[src/rtl/fifo_rd_arbiter.sv]
// Round-robin arbiter sharing the async FIFO read port among NUM_REQ consumers.
// Grants are issued in bursts of up to MAX_BURST pops, released early on withdrawal or stall.
module fifo_rd_arbiter #(
  parameter int NUM_REQ    = 4,
  parameter int DATA_WIDTH = 8,
  parameter int MAX_BURST  = 4,
  parameter int STALL_MAX  = 8
) (
  input  logic                  r_clk,
  input  logic                  r_rst,
  input  logic [NUM_REQ-1:0]    req,
  input  logic [NUM_REQ-1:0]    ready,
  input  logic                  r_empty,
  input  logic [DATA_WIDTH-1:0] r_rdata,
  output logic                  r_inc,
  output logic [NUM_REQ-1:0]    gnt,
  output logic [DATA_WIDTH-1:0] out_data,
  output logic [NUM_REQ-1:0]    out_valid,
  output logic                  busy
);

  localparam int PW = $clog2(NUM_REQ);
  localparam int BW = $clog2(MAX_BURST + 1);
  localparam int SW = $clog2(STALL_MAX + 1);

  localparam logic [0:0] IDLE  = 1'b0;
  localparam logic [0:0] GRANT = 1'b1;

  localparam logic [BW-1:0] BURST_LAST = BW'(MAX_BURST - 1);
  localparam logic [SW-1:0] STALL_LAST = SW'(STALL_MAX - 1);
  localparam logic [PW-1:0] LAST_RST   = PW'(NUM_REQ - 1);

  logic [0:0]         state_q, state_d;
  logic [NUM_REQ-1:0] gnt_q, gnt_d;
  logic [PW-1:0]      idx_q, idx_d;
  logic [PW-1:0]      last_q, last_d;
  logic [BW-1:0]      burst_q, burst_d;
  logic [SW-1:0]      stall_q, stall_d;

  logic          req_g, rdy_g, beat, done;
  logic [PW-1:0] pick;
  logic          pick_vld;

  function automatic logic [PW-1:0] rr_idx(input logic [PW-1:0] base, input int off);
    rr_idx = PW'((int'(base) + off) % NUM_REQ);
  endfunction

  // Scan from the farthest offset down so the nearest requester after last_q wins.
  always_comb begin
    pick     = '0;
    pick_vld = 1'b0;
    for (int i = NUM_REQ; i >= 1; i--) begin
      if (req[rr_idx(last_q, i)]) begin
        pick     = rr_idx(last_q, i);
        pick_vld = 1'b1;
      end
    end
  end

  assign req_g = req[idx_q];
  assign rdy_g = ready[idx_q];
  assign beat  = (state_q == GRANT) & req_g & rdy_g & ~r_empty & ~r_rst;
  assign done  = ~req_g
               | (beat & (burst_q == BURST_LAST))
               | (~beat & (stall_q == STALL_LAST));

  always_comb begin
    state_d = state_q;
    gnt_d   = gnt_q;
    idx_d   = idx_q;
    last_d  = last_q;
    burst_d = burst_q;
    stall_d = stall_q;
    if (state_q == IDLE) begin
      if (pick_vld && !r_empty) begin
        state_d = GRANT;
        idx_d   = pick;
        gnt_d   = NUM_REQ'(1) << pick;
        burst_d = '0;
        stall_d = '0;
      end
    end else begin
      if (beat) begin
        burst_d = burst_q + 1'b1;
        stall_d = '0;
      end else if (req_g) begin
        stall_d = stall_q + 1'b1;
      end
      if (done) begin
        state_d = IDLE;
        gnt_d   = '0;
        last_d  = idx_q;
      end
    end
  end

  always_ff @(posedge r_clk) begin
    if (r_rst) begin
      state_q <= IDLE;
      gnt_q   <= '0;
      idx_q   <= '0;
      last_q  <= LAST_RST;
      burst_q <= '0;
      stall_q <= '0;
    end else begin
      state_q <= state_d;
      gnt_q   <= gnt_d;
      idx_q   <= idx_d;
      last_q  <= last_d;
      burst_q <= burst_d;
      stall_q <= stall_d;
    end
  end

  assign r_inc     = beat;
  assign gnt       = gnt_q;
  assign out_data  = r_rdata;
  assign out_valid = gnt_q & {NUM_REQ{beat}};
  assign busy      = (state_q == GRANT);

endmodule
[config.mk]
export PLATFORM = sky130hd
export DESIGN_NAME = fifo_rd_arbiter
export DESIGN_NICKNAME = d
export VERILOG_FILES = /design/src/rtl/fifo_rd_arbiter.sv
export SDC_FILE = /design/constraint.sdc
export NUM_CORES = 1
export LEC_CHECK = 0
export ABC_AREA = 1
export ABC_CLOCK_PERIOD_IN_PS = 2450
export CORE_ASPECT_RATIO = 1.4
export CORE_MARGIN = 5
export CORE_UTILIZATION = 50
export DETAILED_ROUTE_END_ITERATION = 7
export GPL_TIMING_DRIVEN = 0
export PLACE_DENSITY = 0.89
export SETUP_SLACK_MARGIN = 0.1
export SYNTH_ARGS = -nofsm -noshare
export SYNTH_HDL_FRONTEND = slang
export SYNTH_SLANG_ARGS = --single-unit
[constraint.sdc]
create_clock -name r_clk -period 2.45 [get_ports r_clk]
set_input_delay 0.245 -clock r_clk [delete_from_list [all_inputs] [get_ports r_clk]]
set_output_delay 0.245 -clock r_clk [all_outputs]
set_load 0.03 [all_outputs]
==> results of run 1 <==
==> power by group through the flow <==
stage               registers (mW)  clock network (mW)  logic [mW]
floorplan                    0.333                   0       0.256
global placement             0.311                   0       0.372
detailed placement           0.312                   0       0.377
CTS                          0.306               0.143       0.378
global route                 0.310               0.156       0.418
finish                       0.306               0.135       0.375
==> repair_timing <==
action / CTS / global route
gates resized for setup: 5 / 0
setup endpoints to repair: 5 / 0
buffers inserted: 0 / 0
==> cell usage in the layout, fill, tap and decap left out, types with 2 or more instances in the layout <==
master and n:
a21oi_1 8, buf_4 8, clkbuf_4 3, clkdlybuf4s50_1 23, dfxtp_1 16, dlygate4sd2_1 5, ha_1 3, inv_1 21
inv_2 4, nand2_1 50, nand2_2 10, nand2_4 3, nand3_1 14, nand3_4 2, nor2_1 21, nor2_2 5
nor3_1 2, o211ai_1 2, o21ai_0 5, or2_1 2
==> flip-flops by register name, indices dropped and copies added, names as in the netlist <==
register / flops
stall_q: 4
burst_q: 3
idx_q: 2
busy: 1
gnt: 4
last_q: 2
==> cells in the mapped netlist, drive strengths merged <==
cell type / count
o211ai: 2
nand3: 16
nor3: 2
nor2: 26
inv: 27
or2: 2
nand3b: 1
o21a: 1
xor2: 1
a21boi: 1
buf: 10
a21oi: 9
dfxtp: 16
ha: 3
o21ai: 7
nand2: 63
==> final timing paths <==
path | startpoint | to | slack (ns) | cells past startpoint
worst max-delay path | req[1] | r_inc | 0.35 | 8
worst min-delay path | burst_q[1] | burst_q[1] | 0.47 | 2
worst max register to register | idx_q[0] | gnt[3] | 0.89 | 12
worst min register to register | burst_q[1] | burst_q[1] | 0.47 | 2
==> cell families after synthesis <==
group	share of synthesized area
adder cells (fa/ha/maj)	0.0311
AO/OA/AOI/OAI	0.104
AND/OR/NAND/NOR	0.439
buffers and inverters	0.154
XOR/XNOR	0.00726
flip-flops	0.266
==> per-stage QoR <==
step | cell area [um^2] | utilization
floorplan | 1210 | -
global placement | 1520 | 0.641
detailed placement | 1520 | 0.641
CTS | 1530 | 0.648
global route | 1530 | 0.648
finish | 1530 | 0.648
==> area by class of cell <==
cell class	count	area share
clock buffers	3	0.0147
multi-input cells	134	0.458
flip-flops and latches	16	0.209
well taps	23	0.0188
inverters	27	0.0711
repair buffers	28	0.179
plain buffers	10	0.0498
==> per-layer routing <==
metal  vias to the layer above  part of all wire
met5                         -                 0
met2                        31              0.55
met4                         0             0.013
li1                        638                 -
met1                       523              0.39
met3                         4             0.044
==> worst max-delay path: cells and delay by family <==
kind | cells | cell delay, ns
buffers and inverters | 3 | 1.05
and+or+nand+nor | 5 | 0.55
==> impl_metrics.toml, run 1 <==
[timing]
finalSetupViolations = 0
post-route-min-period_ns = 2.10
setup_slack_ns = 0.353
whs_ns = 0.473
slew_viol_final = 0
hold_viol = 0
rsz0062_at_grt = "false"
relSlewSlack = 0.791
worst_slew_pin_slew_ns = 0.313
fmax_mhz = 477
finalSetupTns_ns = 0
fin_crit_sh = 0.856
skew_ns = 0.00196

[finish]
finalNonFillerCells = 241
layout-drive-gt1-share = 0.188
fillers = 223
num-nets-final = 242
seq_area_um2 = 320
multi_input_area_um2 = 701
syn_to_final_growth_pct = 27.0
num_antenna_cells = 0

[floorplan]
rows = 21
start_util = 0.510
die_w_um = 51.5
ios = 37
die_area_um2 = 3510
core_um2 = 2360
die_h_um = 68.1

[drt]
drtPass1Iterations = 6
vias = 1196
drc = 0
drtIter0Drc = 17
totalWireLength_um = 2470
routedWlPerCell_um = 10.2
ant_nets = 0
vias_per_cell = 4.96

[synthesis]
ys_types = 28
synth_area_per_cell_um2 = 6.45
yosysSeqAreaShare = 0.266
syn_nets = 209
syn_area_um2 = 1210
yosysWarnings = 0
syn_inst = 187
yosys.area.top_type_share = 0.266
synthTopCellsByArea = "dfxtp_1, nand2_1, inv_1"
ys_ff_latch = 16
yosysTopAreaCell = "dfxtp_1"

[grt]
grtUsageMet3 = 0.0283
grt_usage = 0.151
grt_busiest_layer = "met2"
overflow = 0
grt_max_degree = 11
antenna_found_initial = 0
grt_pass1_vias = 1045
use_met2 = 0.293
grt_pass1_wl_um = 4130
grtUsageMet1 = 0.161

[cts]
clk_latency_ns = 0.28
path_clk_slew_ns = 0.09
cts_tree = "done"
clock_sinks = 16
cts-buffers-inserted = 3
cts_buffer_depth = 2
postCtsHoldBufs = 0
cts_root_buffer = "clkbuf_4"
cts-htree-levels = 1

[critical_path]
cp.arrival_ns = 1.85
worstSetupPathType = "input pin to primary output"
crit_fanout = 8
worstPathRequired_ns = 2.20
cp-start-kind = "input pin"
endpoint_kind = "primary output"
slowest_stage = "clkdlybuf4s50_1"
slowest_delay_ns = 0.52
path_common_cell = "nand2_2"
crit_path_cell_trace = "clkdlybuf4s50_1 > nand2_1 > nand3_1 > nand2_2 > nor2_2 > nand2_2 > inv_2 > dlygate4sd2_1"

[pwr]
ir_worst_vdd_mv = 0.375
power_frac_comb = 0.460
pwr-share-seq = 0.375
switching_share = 0.401
total_power_mw = 0.816
pwr_density_cell_nw_per_um2 = 533
p_int_mw = 0.488
p_leak_nw = 0.788
clkPwrFrac = 0.165
power_switching_mw = 0.327

[placed_design]
place.gp.congestion = 0.770
dpl.cell_count = 238
dp_hpwl_um = 2040
dp_slack_ns = 0.0736
port_buffers = 28

[outcome]
status = "finished, final reports clean"

[job]
drv_cap = 0

[min_path]
hp-class = "register to register"
(Power assumes the default switching activity.)
==> run 2: changes to the inputs <==
--- a/config.mk
+++ b/config.mk
@@ -7,7 +7,6 @@
 export LEC_CHECK = 0
 export ABC_AREA = 1
 export ABC_CLOCK_PERIOD_IN_PS = 2450
-export CORE_ASPECT_RATIO = 1.4
 export CORE_MARGIN = 5
 export CORE_UTILIZATION = 50
 export DETAILED_ROUTE_END_ITERATION = 7
==> run 2 against run 1 <==
Compared with the run above: global-route usage down 0.26 points; largest power group unchanged; utilization grew 3.4 points; design area increased by 0.41%; worst hold slack got worse by 0.0059 ns; critical path depth did not move; non-clock buffer count did not move; register-to-register slack about the same; via count is 1.9% lower; sequential share of layout area decreased by 0.085 points; maximum frequency fell by 0.71%; critical endpoint unchanged.
==> impl_metrics.toml, run 2 (synthesis results as in run 1) <==
[finish]
mostFrequentLayoutCell = "nand2_1"
finalInstanceArea_um2 = 1540
num-nets-final = 242
fillers = 222
num_antenna_cells = 0
most-common-layout-cells = "nand2_1, clkdlybuf4s50_1, inv_1, nor2_1, dfxtp_1"
syn_to_final_growth_pct = 27.5
layout-drive-gt1-share = 0.188

[critical_path]
rr_startpoint = "idx_q[0]"
slowest_delay_ns = 0.52
crit_path_start = "req[1]"
worstSetupPathType = "input pin to primary output"
cpLargestDelayFamily = "buffers and inverters"
path_depth = 8
crit_buf_inv = 3
slowest_stage = "clkdlybuf4s50_1"
cp-start-kind = "input pin"
r2r-end = "gnt[3]"
endpoint_kind = "primary output"
r2r_cells = 12
crit_fanout = 8
crit_path_cell_trace = "clkdlybuf4s50_1 > nand2_1 > nand3_1 > nand2_2 > nor2_2 > nand2_2 > inv_2 > dlygate4sd2_1"
path_common_cell = "nand2_2"
crit_path_end = "r_inc"
reg2reg_slack_ns = 0.88
cp.arrival_ns = 1.87
worstPathRequired_ns = 2.20

[grt]
grt_pass1_wl_um = 4200
grt_max_degree = 11
grt_pass1_vias = 1025
antenna_found_initial = 0
overflow = 0
grt_usage = 0.148

[floorplan]
die_w_um = 59.1
core_um2 = 2250
die_area_um2 = 3490
die_h_um = 59.1
rows = 17
start_util = 0.535
ios = 37

[timing]
fin_crit_sh = 0.862
slew_viol_final = 0
whs_ns = 0.467
rsz0062_at_grt = "false"
post-route-min-period_ns = 2.11
finalSetupViolations = 0
fmax_mhz = 473
skew_ns = 0.00139
relSlewSlack = 0.789
hold_viol = 0
worst_slew_pin_slew_ns = 0.316
finalSetupTns_ns = 0

[drt]
vias = 1173
drtPass1Iterations = 4
ant_nets = 0
totalWireLength_um = 2410
drtIter0Drc = 23
drc = 0
routedWlPerCell_um = 9.80
vias_per_cell = 4.77

[cts]
cts_setup_buffers = 0
cts-buffers-inserted = 3
cts_root_buffer = "clkbuf_4"
clk_latency_ns = 0.28
clock_sinks = 16
cts_tree = "done"
cts-htree-levels = 1
cts_buffer_depth = 2
path_clk_slew_ns = 0.08

[outcome]
status = "finished, final reports clean"

[placed_design]
place.gp.congestion = 0.794
dpl_cell_area_um2 = 1520
port_buffers = 28
dp_hpwl_um = 1950

[pwr]
pwr-share-seq = 0.376
power_frac_comb = 0.460
p_int_mw = 0.488
ir_worst_vdd_mv = 0.350
clkPwrFrac = 0.164
power_switching_mw = 0.325
p_leak_nw = 0.788
switching_share = 0.400
pwr_density_cell_nw_per_um2 = 529

[min_path]
hp-class = "register to register"

[job]
drv_cap = 0
[run 2: cell counts in the layout (fill, tap and decap cells not counted)]
No cell type changed its count.
[run 2: cell type report]
cell class,instances,area [um^2],area share
timing repair buffer,28,274,0.178
buffer,10,76.3,0.0496
clock buffer,3,22.5,0.0146
multi-input combinational,134,701,0.456
sequential,16,320,0.208
inverter,27,109,0.0708
tap,28,35.0,0.0228
[run 2: how the worst min path moves through the flow]
| stage | from | to | cells after the start |
|---|---|---|---|
| 5_1_grt | burst_q[0] | burst_q[0] | 1 |
| 3_3_place_gp | burst_q[0] | burst_q[0] | 1 |
| 4_1_cts | burst_q[1] | burst_q[1] | 2 |
| 6_report | burst_q[1] | burst_q[1] | 2 |
| 3_5_place_dp | burst_q[0] | burst_q[0] | 1 |
| 2_1_floorplan | r_rst | burst_q[1] | 1 |
[run 2: layer usage]
layer / part of all wire / track usage / wire (um) / up-vias
li1: - / - / - / 637
met1: 0.48 / 0.191 / 1150 / 507
met2: 0.46 / 0.248 / 1100 / 27
met3: 0.060 / 0.0370 / 144 / 2
met4: 0.0050 / 0.0356 / 12 / 0
met5: 0 / 0 / 0 / -
[run 2: metrics by stage]
| stage | std cells | worst slack, ns | power (mW) | utilization |
|---|---|---|---|---|
| 2_1_floorplan | 187 | 0.787 | 0.589 | - |
| 3_3_place_gp | 243 | 0.0878 | 0.680 | 0.675 |
| 3_5_place_dp | 243 | 0.0709 | 0.686 | 0.675 |
| 4_1_cts | 246 | 0.336 | 0.819 | 0.682 |
| 5_1_grt | 246 | 0.224 | 0.880 | 0.682 |
| 6_report | 246 | 0.338 | 0.813 | 0.682 |
[run 2: worst reg2reg max path, stage by stage (launching register included)]
cell     delay (ns)
dfxtp_1        0.36
inv_2          0.11
nand2_1        0.06
nand3_1        0.08
nand2_2        0.11
nor2_2         0.13
nand2_2        0.16
nand2_4        0.11
nand3_4        0.09
nand2_4        0.11
nand2_1        0.06
nand2_1        0.07
nor2_2         0.03
[run 2: repair_timing]
| action | in CTS | in global routing |
|---|---|---|
| setup endpoints to repair | 5 | 0 |
| gates resized for setup | 5 | 0 |
| hold buffers | 0 | 0 |
[run 2: power groups by stage]
stage               Clock (mW)  Combinational [mW]  Sequential, mW
finish                   0.134               0.374           0.306
global route             0.150               0.419           0.311
CTS                      0.138               0.375           0.306
detailed placement           0               0.374           0.312
global placement             0               0.369           0.312
floorplan                    0               0.256           0.333
